File: src/rtl/timer_multi_ch.sv
// N-channel prescaled up/down timer with local-bus CSRs, w1c status and per-channel irq.
// Define TIMER_SHADOW_EN to buffer PER/PSC writes until the next wrap, UD load or while disabled.
module timer_multi_ch #(
    parameter int ADDR_W = 32,
    parameter int DATA_W = 32,
    parameter int STRB_W = DATA_W/8,
    parameter int N_CH   = 4,
    parameter int CNT_W  = 32
) (
    input  logic                    clk,
    input  logic                    rst,
    input  logic [ADDR_W-1:0]       waddr,
    input  logic [DATA_W-1:0]       wdata,
    input  logic                    wen,
    input  logic [STRB_W-1:0]       wstrb,
    output logic                    wready,
    input  logic [ADDR_W-1:0]       raddr,
    input  logic                    ren,
    output logic [DATA_W-1:0]       rdata,
    output logic                    rvalid,
    output logic [N_CH-1:0]         irq,
    output logic [N_CH*CNT_W-1:0]   cnt_out
);
    localparam logic [4:0] OFF_CFG  = 5'h00;
    localparam logic [4:0] OFF_PSC  = 5'h04;
    localparam logic [4:0] OFF_PER  = 5'h08;
    localparam logic [4:0] OFF_CNT  = 5'h0C;
    localparam logic [4:0] OFF_STS  = 5'h10;
    localparam logic [4:0] OFF_LOAD = 5'h14;

    localparam logic [CNT_W-1:0] CNT_ONE = {{(CNT_W-1){1'b0}}, 1'b1};
    localparam logic [CNT_W-1:0] PSC_RST = CNT_W'(32'h1B);
    localparam logic [CNT_W-1:0] PER_RST = CNT_W'(32'hFFFF);

    function automatic logic [DATA_W-1:0] merge_bytes(input logic [DATA_W-1:0] old_v,
                                                      input logic [DATA_W-1:0] new_v,
                                                      input logic [STRB_W-1:0] strb);
        logic [DATA_W-1:0] v;
        v = old_v;
        for (int b = 0; b < STRB_W; b++) begin
            if (strb[b]) v[b*8 +: 8] = new_v[b*8 +: 8];
        end
        return v;
    endfunction

    logic [4:0]        w_off;
    logic [4:0]        r_off;
    logic [DATA_W-1:0] ch_rd [N_CH];
    logic [DATA_W-1:0] rd_mux;
    logic [DATA_W-1:0] rdata_q;
    logic              rvalid_q;

    assign w_off  = waddr[4:0];
    assign r_off  = raddr[4:0];
    assign wready = 1'b1;

    for (genvar gi = 0; gi < N_CH; gi++) begin : g_ch
        logic             en_q, en_d, ar_q, ar_d, dir_q, dir_d;
        logic [3:0]       ie_q, ie_d, sts_q, sts_d;
        logic [CNT_W-1:0] psc_q, psc_d, per_q, per_d, load_q, load_d;
        logic [CNT_W-1:0] cnt_q, cnt_d, pcnt_q, pcnt_d;
        logic [CNT_W-1:0] psc_act, per_act;
        logic             irq_q;
        logic             w_sel, wr_cfg, wr_psc, wr_per, wr_sts, wr_load;
        logic             ud, tick, tick_eff, wrap, of_set, uf_set, err_set;
        logic [DATA_W-1:0] rd_w;

        assign w_sel   = wen && (waddr[ADDR_W-1:5] == (ADDR_W-5)'(gi));
        assign wr_cfg  = w_sel && (w_off == OFF_CFG);
        assign wr_psc  = w_sel && (w_off == OFF_PSC);
        assign wr_per  = w_sel && (w_off == OFF_PER);
        assign wr_sts  = w_sel && (w_off == OFF_STS);
        assign wr_load = w_sel && (w_off == OFF_LOAD);

        assign ud       = wr_cfg && wstrb[0] && wdata[5];
        // >= keeps the prescaler from running away if PSC is lowered below psc_cnt
        assign tick     = en_q && (pcnt_q >= psc_act);
        assign tick_eff = tick && !ud;
        assign wrap     = dir_q ? (cnt_q == '0) : (cnt_q >= per_act);
        assign of_set   = tick_eff && wrap && !dir_q;
        assign uf_set   = tick_eff && wrap && dir_q;
        assign err_set  = ud && (load_q > per_q);

`ifdef TIMER_SHADOW_EN
        logic [CNT_W-1:0] psc_act_q, per_act_q;

        always_ff @(posedge clk) begin
            if (rst) begin
                psc_act_q <= PSC_RST;
                per_act_q <= PER_RST;
            end else if (!en_q || ud || (tick_eff && wrap)) begin
                psc_act_q <= psc_q;
                per_act_q <= per_q;
            end
        end

        assign psc_act = psc_act_q;
        assign per_act = per_act_q;
`else
        assign psc_act = psc_q;
        assign per_act = per_q;
`endif

        always_comb begin
            en_d   = en_q;
            ar_d   = ar_q;
            dir_d  = dir_q;
            ie_d   = ie_q;
            psc_d  = psc_q;
            per_d  = per_q;
            load_d = load_q;
            cnt_d  = cnt_q;
            pcnt_d = pcnt_q;
            sts_d  = sts_q;
            if (tick_eff) begin
                pcnt_d = '0;
                if (wrap) begin
                    if (ar_q) cnt_d = dir_q ? per_act : '0;
                    else      en_d  = 1'b0;
                end else begin
                    cnt_d = dir_q ? (cnt_q - CNT_ONE) : (cnt_q + CNT_ONE);
                end
            end else if (en_q && !ud) begin
                pcnt_d = pcnt_q + CNT_ONE;
            end
            if (ud) begin
                cnt_d  = load_q;
                pcnt_d = '0;
            end
            // a bus write to EN overrides the hardware one-shot clear
            if (wr_cfg && wstrb[0]) begin
                en_d  = wdata[0];
                ar_d  = wdata[1];
                dir_d = wdata[4];
            end
            if (wr_cfg && wstrb[1]) ie_d = wdata[11:8];
            if (wr_psc)  psc_d  = CNT_W'(merge_bytes(DATA_W'(psc_q), wdata, wstrb));
            if (wr_per)  per_d  = CNT_W'(merge_bytes(DATA_W'(per_q), wdata, wstrb));
            if (wr_load) load_d = CNT_W'(merge_bytes(DATA_W'(load_q), wdata, wstrb));
            if (wr_sts && wstrb[0]) sts_d = sts_q & ~wdata[3:0];
            sts_d = sts_d | {err_set, ud, uf_set, of_set};
        end

        always_ff @(posedge clk) begin
            if (rst) begin
                en_q   <= 1'b0;
                ar_q   <= 1'b1;
                dir_q  <= 1'b0;
                ie_q   <= '0;
                psc_q  <= PSC_RST;
                per_q  <= PER_RST;
                load_q <= '0;
                cnt_q  <= '0;
                pcnt_q <= '0;
                sts_q  <= '0;
                irq_q  <= 1'b0;
            end else begin
                en_q   <= en_d;
                ar_q   <= ar_d;
                dir_q  <= dir_d;
                ie_q   <= ie_d;
                psc_q  <= psc_d;
                per_q  <= per_d;
                load_q <= load_d;
                cnt_q  <= cnt_d;
                pcnt_q <= pcnt_d;
                sts_q  <= sts_d;
                irq_q  <= |(sts_q & ie_q);
            end
        end

        always_comb begin
            rd_w = '0;
            case (r_off)
                OFF_CFG: begin
                    rd_w[0]    = en_q;
                    rd_w[1]    = ar_q;
                    rd_w[4]    = dir_q;
                    rd_w[11:8] = ie_q;
                end
                OFF_PSC:  rd_w = DATA_W'(psc_q);
                OFF_PER:  rd_w = DATA_W'(per_q);
                OFF_CNT:  rd_w = DATA_W'(cnt_q);
                OFF_STS:  rd_w[3:0] = sts_q;
                OFF_LOAD: rd_w = DATA_W'(load_q);
                default:  rd_w = '0;
            endcase
        end

        assign ch_rd[gi]                     = rd_w;
        assign irq[gi]                       = irq_q;
        assign cnt_out[gi*CNT_W +: CNT_W]    = cnt_q;
    end

    always_comb begin
        rd_mux = '0;
        for (int c = 0; c < N_CH; c++) begin
            if (raddr[ADDR_W-1:5] == (ADDR_W-5)'(c)) rd_mux = ch_rd[c];
        end
    end

    always_ff @(posedge clk) begin
        if (rst) begin
            rdata_q  <= '0;
            rvalid_q <= 1'b0;
        end else begin
            rdata_q  <= ren ? rd_mux : '0;
            rvalid_q <= ren;
        end
    end

    assign rdata  = rdata_q;
    assign rvalid = rvalid_q;

endmodule

File: config.mk
export PLATFORM = sky130hd
export DESIGN_NAME = timer_multi_ch
export DESIGN_NICKNAME = d
export VERILOG_FILES = /design/src/rtl/timer_multi_ch.sv
export SDC_FILE = /design/constraint.sdc
export NUM_CORES = 2
export LEC_CHECK = 0
export BUFFER_PORTS_ARGS = -buffer_cell sky130_fd_sc_hd__buf_2
export CELL_PAD_IN_SITES_DETAIL_PLACEMENT = 1
export CELL_PAD_IN_SITES_GLOBAL_PLACEMENT = 2
export CORE_ASPECT_RATIO = 0.8
export CORE_MARGIN = 5
export CORE_UTILIZATION = 37
export DETAILED_ROUTE_END_ITERATION = 10
export GPL_ROUTABILITY_DRIVEN = 0
export PLACE_DENSITY_LB_ADDON = 0.1
export SLEW_MARGIN = 5
export SYNTH_ARGS = -nofsm -noshare
export SYNTH_HDL_FRONTEND = slang
export SYNTH_SLANG_ARGS = --single-unit
File: constraint.sdc
create_clock -name clk -period 5.1 [get_ports clk]
set_input_delay 1.02 -clock clk [delete_from_list [all_inputs] [get_ports clk]]
set_output_delay 1.02 -clock clk [all_outputs]
set_load 0.03 [all_outputs]
==> impl_metrics.toml <==
[die]
die_h_um = 329.5
start_util_pct = 37.17
die_x_um = 409.4
ios = 270
fp-row-count = 117
dieArea_sq_um = 134900
coreArea_sq_um = 127100

[setup_path]
critPathKind = "in -> reg"
cp_data_required_time_ns = 5.60
cpMostUsedCell = "nand3_1"
start_kind = "input port"
critical_path.slowest_cell = "a2111oi_0"
cp_top_family = "simple AND/OR/NAND/NOR gates"
reg2regPathDepth = 10
critical_path_depth = 11
path_buf_inv = 3
cpPeakStageDelay_ns = 1.02
crit_arrival_ns = 5.03
path_max_fanout = 7
end_kind = "flop"
crit_chain = "buf_2 > nor4_1 > buf_4 > nand3_1 > or2_2 > inv_1 > nand3_1 > nor2_1 > a21boi_0 > a2111oi_0 > a31oi_1"

[timing]
grt_setup_unrepaired = "no"
period_share_pct = 88.80
final_hold_viol_count = 0
tightest_slew_ns = 1.335
period_needed_ns = 4.529
setup_viol = 0
maxSlewViolCount = 0
fmax_ghz = 0.2208
setup_tns_ns = 0
maxSlewHeadroom_pct = 11.01
fin_skew_ns = 0.03431

[synthesis]
syn-num-nets = 6748
synthArstFlopShare_pct = 0
synthCells = 6132
ys_warn_count = 0
syn_area_sq_um = 47230
synthFlopType = "dfxtp_1"
avgSynthCellArea_sq_um = 7.701
synth_edf_count = 0
yosysUniqueCellTypes = 97
ys_seq_area_share_pct = 30.56
ys_ff_latch = 721

[global_route]
grt_antenna_before_repair = 27
overflow = 0
grt_pass1_vias = 48316
grt_usage_pct = 32.12
grt_max_degree = 138
grt_pass1_wl_um = 327500

[power]
power.internal_mw = 9.189
power.density_nw_per_um2 = 229.4
p_switching_mw = 3.062
irDropWorstVdd_v = 0.0002548
switching_share_pct = 24.99
p_leak_nw = 21.44
comb_power_share_pct = 3.5
clkPwrFrac_pct = 50.5
power.sequential.fraction_pct = 46.0

[clock_tree]
clk_path_buf_depth = 3
cts_tree = "yes"
htree_num_levels = 3
hold_buffers = 0
cts_resized = 0
cts_buffers = 83
clock_latency_ns = 0.68
cts_sinks = 721
clk_pin_slew_ns = 0.06
cts_setup_buffers = 0
root_buffer = "clkbuf_16"

[route]
wl_um = 226600
first_iter_violations = 4225
dr_total_vias = 49189
ant_nets = 0
dr.pass1.iters = 7
post_drt_wl_per_cell_um = 28.12
drc = 0
viasPerCell = 6.104

[placement]
place_area_sq_um = 50720
dp_hpwl_um = 170300
io_buffer_count = 268

[outcome]
status = "finished, final reports clean"

[final_layout]
post-route-util_pct = 42.04
layout-drive-gt1-share_pct = 9.310
fin_nets = 6935
syn2layout_area_growth_pct = 13.11
finalInstanceArea_sq_um = 53420

[min_path]
worstHoldPathType = "reg -> reg"
hold_path_depth = 2

[run]
max_cap_violations = 0
## power by group through the flow
stage / clock, mW / sequential (mW) / combinational, mW
after floorplan: 0 / 5.76 / 0.164
after global placement: 0 / 5.76 / 0.410
after detailed placement: 0 / 5.76 / 0.410
after CTS: 6.26 / 5.63 / 0.411
after global routing: 6.48 / 5.63 / 0.425
final: 6.19 / 5.63 / 0.430
## synthesized netlist by cell type (all sizes together), types with 10 or more instances
cell type | number | area share [%]
and3 | 38 | 0.50
nand4 | 109 | 1.5
o211ai | 98 | 1.6
nand3 | 165 | 1.7
a211o | 10 | 0.19
nor3 | 72 | 0.76
a211oi | 40 | 0.64
dfxtp | 721 | 31
o21a | 49 | 0.78
or3 | 35 | 0.46
or2 | 11 | 0.15
clkbuf | 258 | 2.1
a21oi | 734 | 7.8
ha | 508 | 13
o31a | 30 | 0.56
nor2b | 48 | 0.64
and4 | 10 | 0.19
nor4 | 70 | 0.99
and2 | 22 | 0.29
a22o | 14 | 0.26
nand2b | 41 | 0.54
o31ai | 18 | 0.30
mux2i | 52 | 1.1
a22oi | 323 | 5.1
o21ai | 208 | 2.2
inv | 328 | 2.6
buf | 44 | 0.45
a31oi | 39 | 0.52
nor2 | 459 | 3.6
o22ai | 19 | 0.25
a222oi | 33 | 0.70
xor2 | 109 | 2.0
a21o | 122 | 1.9
xnor2 | 90 | 1.7
a221oi | 51 | 0.96
o21bai | 16 | 0.25
nand2 | 1012 | 8.1
## path summary, 6_finish.rpt
kind | startpoint | to | slack (ns)
worst min-delay path | g_ch[0].per_act[24] | g_ch[0].per_act[24] | 0.47
worst min register to register | g_ch[0].per_act[24] | g_ch[0].per_act[24] | 0.47
worst max-delay path | waddr[19] | g_ch[0].sts_q[3] | 0.57
worst max register to register | g_ch[0].per_act[25] | g_ch[0].cnt_q[13] | 1.01
## cells in the final DEF, fill, tap and decap left out, types with 18 or more instances in the layout
cell,instances
o22ai_1,18
a22oi_1,323
a21oi_1,732
o211ai_1,97
a21o_1,122
clkbuf_1,19
nor2b_1,48
nor2_1,455
a221oi_1,50
nand2b_1,41
a211oi_1,40
a31oi_1,39
or3_1,35
o21ai_0,204
buf_2,267
nor3_1,68
ha_1,508
xor2_1,109
xnor2_1,90
inv_1,326
and3_1,38
mux2i_1,52
nor4_1,64
nand3_1,165
o21a_1,49
o31a_1,30
dfxtp_1,717
nand4_1,108
buf_4,127
nand2_1,1010
clkbuf_16,85
and2_1,19
clkinv_2,18
a222oi_1,33
## flip-flops by register name, indices dropped and copies added, names as in the netlist
signal        cells
g_ch.ie_q        16
g_ch.en_q         4
g_ch.load_q     128
g_ch.irq_q        4
rvalid            1
g_ch.sts_q       16
g_ch.ar_q         4
g_ch.per_act    128
g_ch.pcnt_q     128
g_ch.psc_act    128
g_ch.dir_q        4
g_ch.cnt_q      128
rdata            32
## tightest hold or removal path: cells and delay by family (launching register included)
kind | cells | cell delay (ns)
AOI/OAI and AO/OA | 1 | 0.05
DFF | 1 | 0.32
and+or+nand+nor | 1 | 0.06
## kinds of logic (layout without fill, tap and decap cells)
family / Yosys count / count (layout) / synth area share, %
adder cells (fa/ha/maj): 512 / 512 / 13.63
other: 1 / 13 / 0.007941
multiplexers: 56 / 56 / 1.198
XOR/XNOR: 199 / 199 / 3.691
AND/OR/NAND/NOR: 2128 / 2128 / 20.11
flip-flops: 721 / 721 / 30.56
AO/OA/AOI/OAI: 1884 / 1884 / 25.68
buffers and inverters: 631 / 879 / 5.121
## routing by layer
metal | global-route usage [%] | vias up | routed length [um]
met1 | 42.21 | 24504 | 98920
met4 | 9.324 | 10 | 7232
met5 | 1.583 | - | 359
met2 | 51.47 | 1736 | 100500
li1 | - | 22564 | -
met3 | 8.901 | 375 | 19570
## area by class of cell
type	count	area, sq um
clock inverters	29	287.8
diodes	12	30.03
flip-flops and latches	721	14440
multi-input cells	4780	30480
repair buffers	404	2485
clock buffers	117	2377
inverters	329	1237
fillers	15594	73650
well taps	1666	2085
## through the flow
stage,hold WS (ns),setup slack (ns),total power [mW],cells
final,0.4682,0.5713,12.25,8058
after detailed placement,0.4628,0.1726,6.167,7900
after global routing,0.4860,0.4078,12.53,8049
after CTS,0.4709,0.8525,12.30,8046
after global placement,0.4565,0.09691,6.167,7900
after floorplan,0.4443,1.114,5.921,6132
Note: power is estimated with default switching activity, not from simulation.
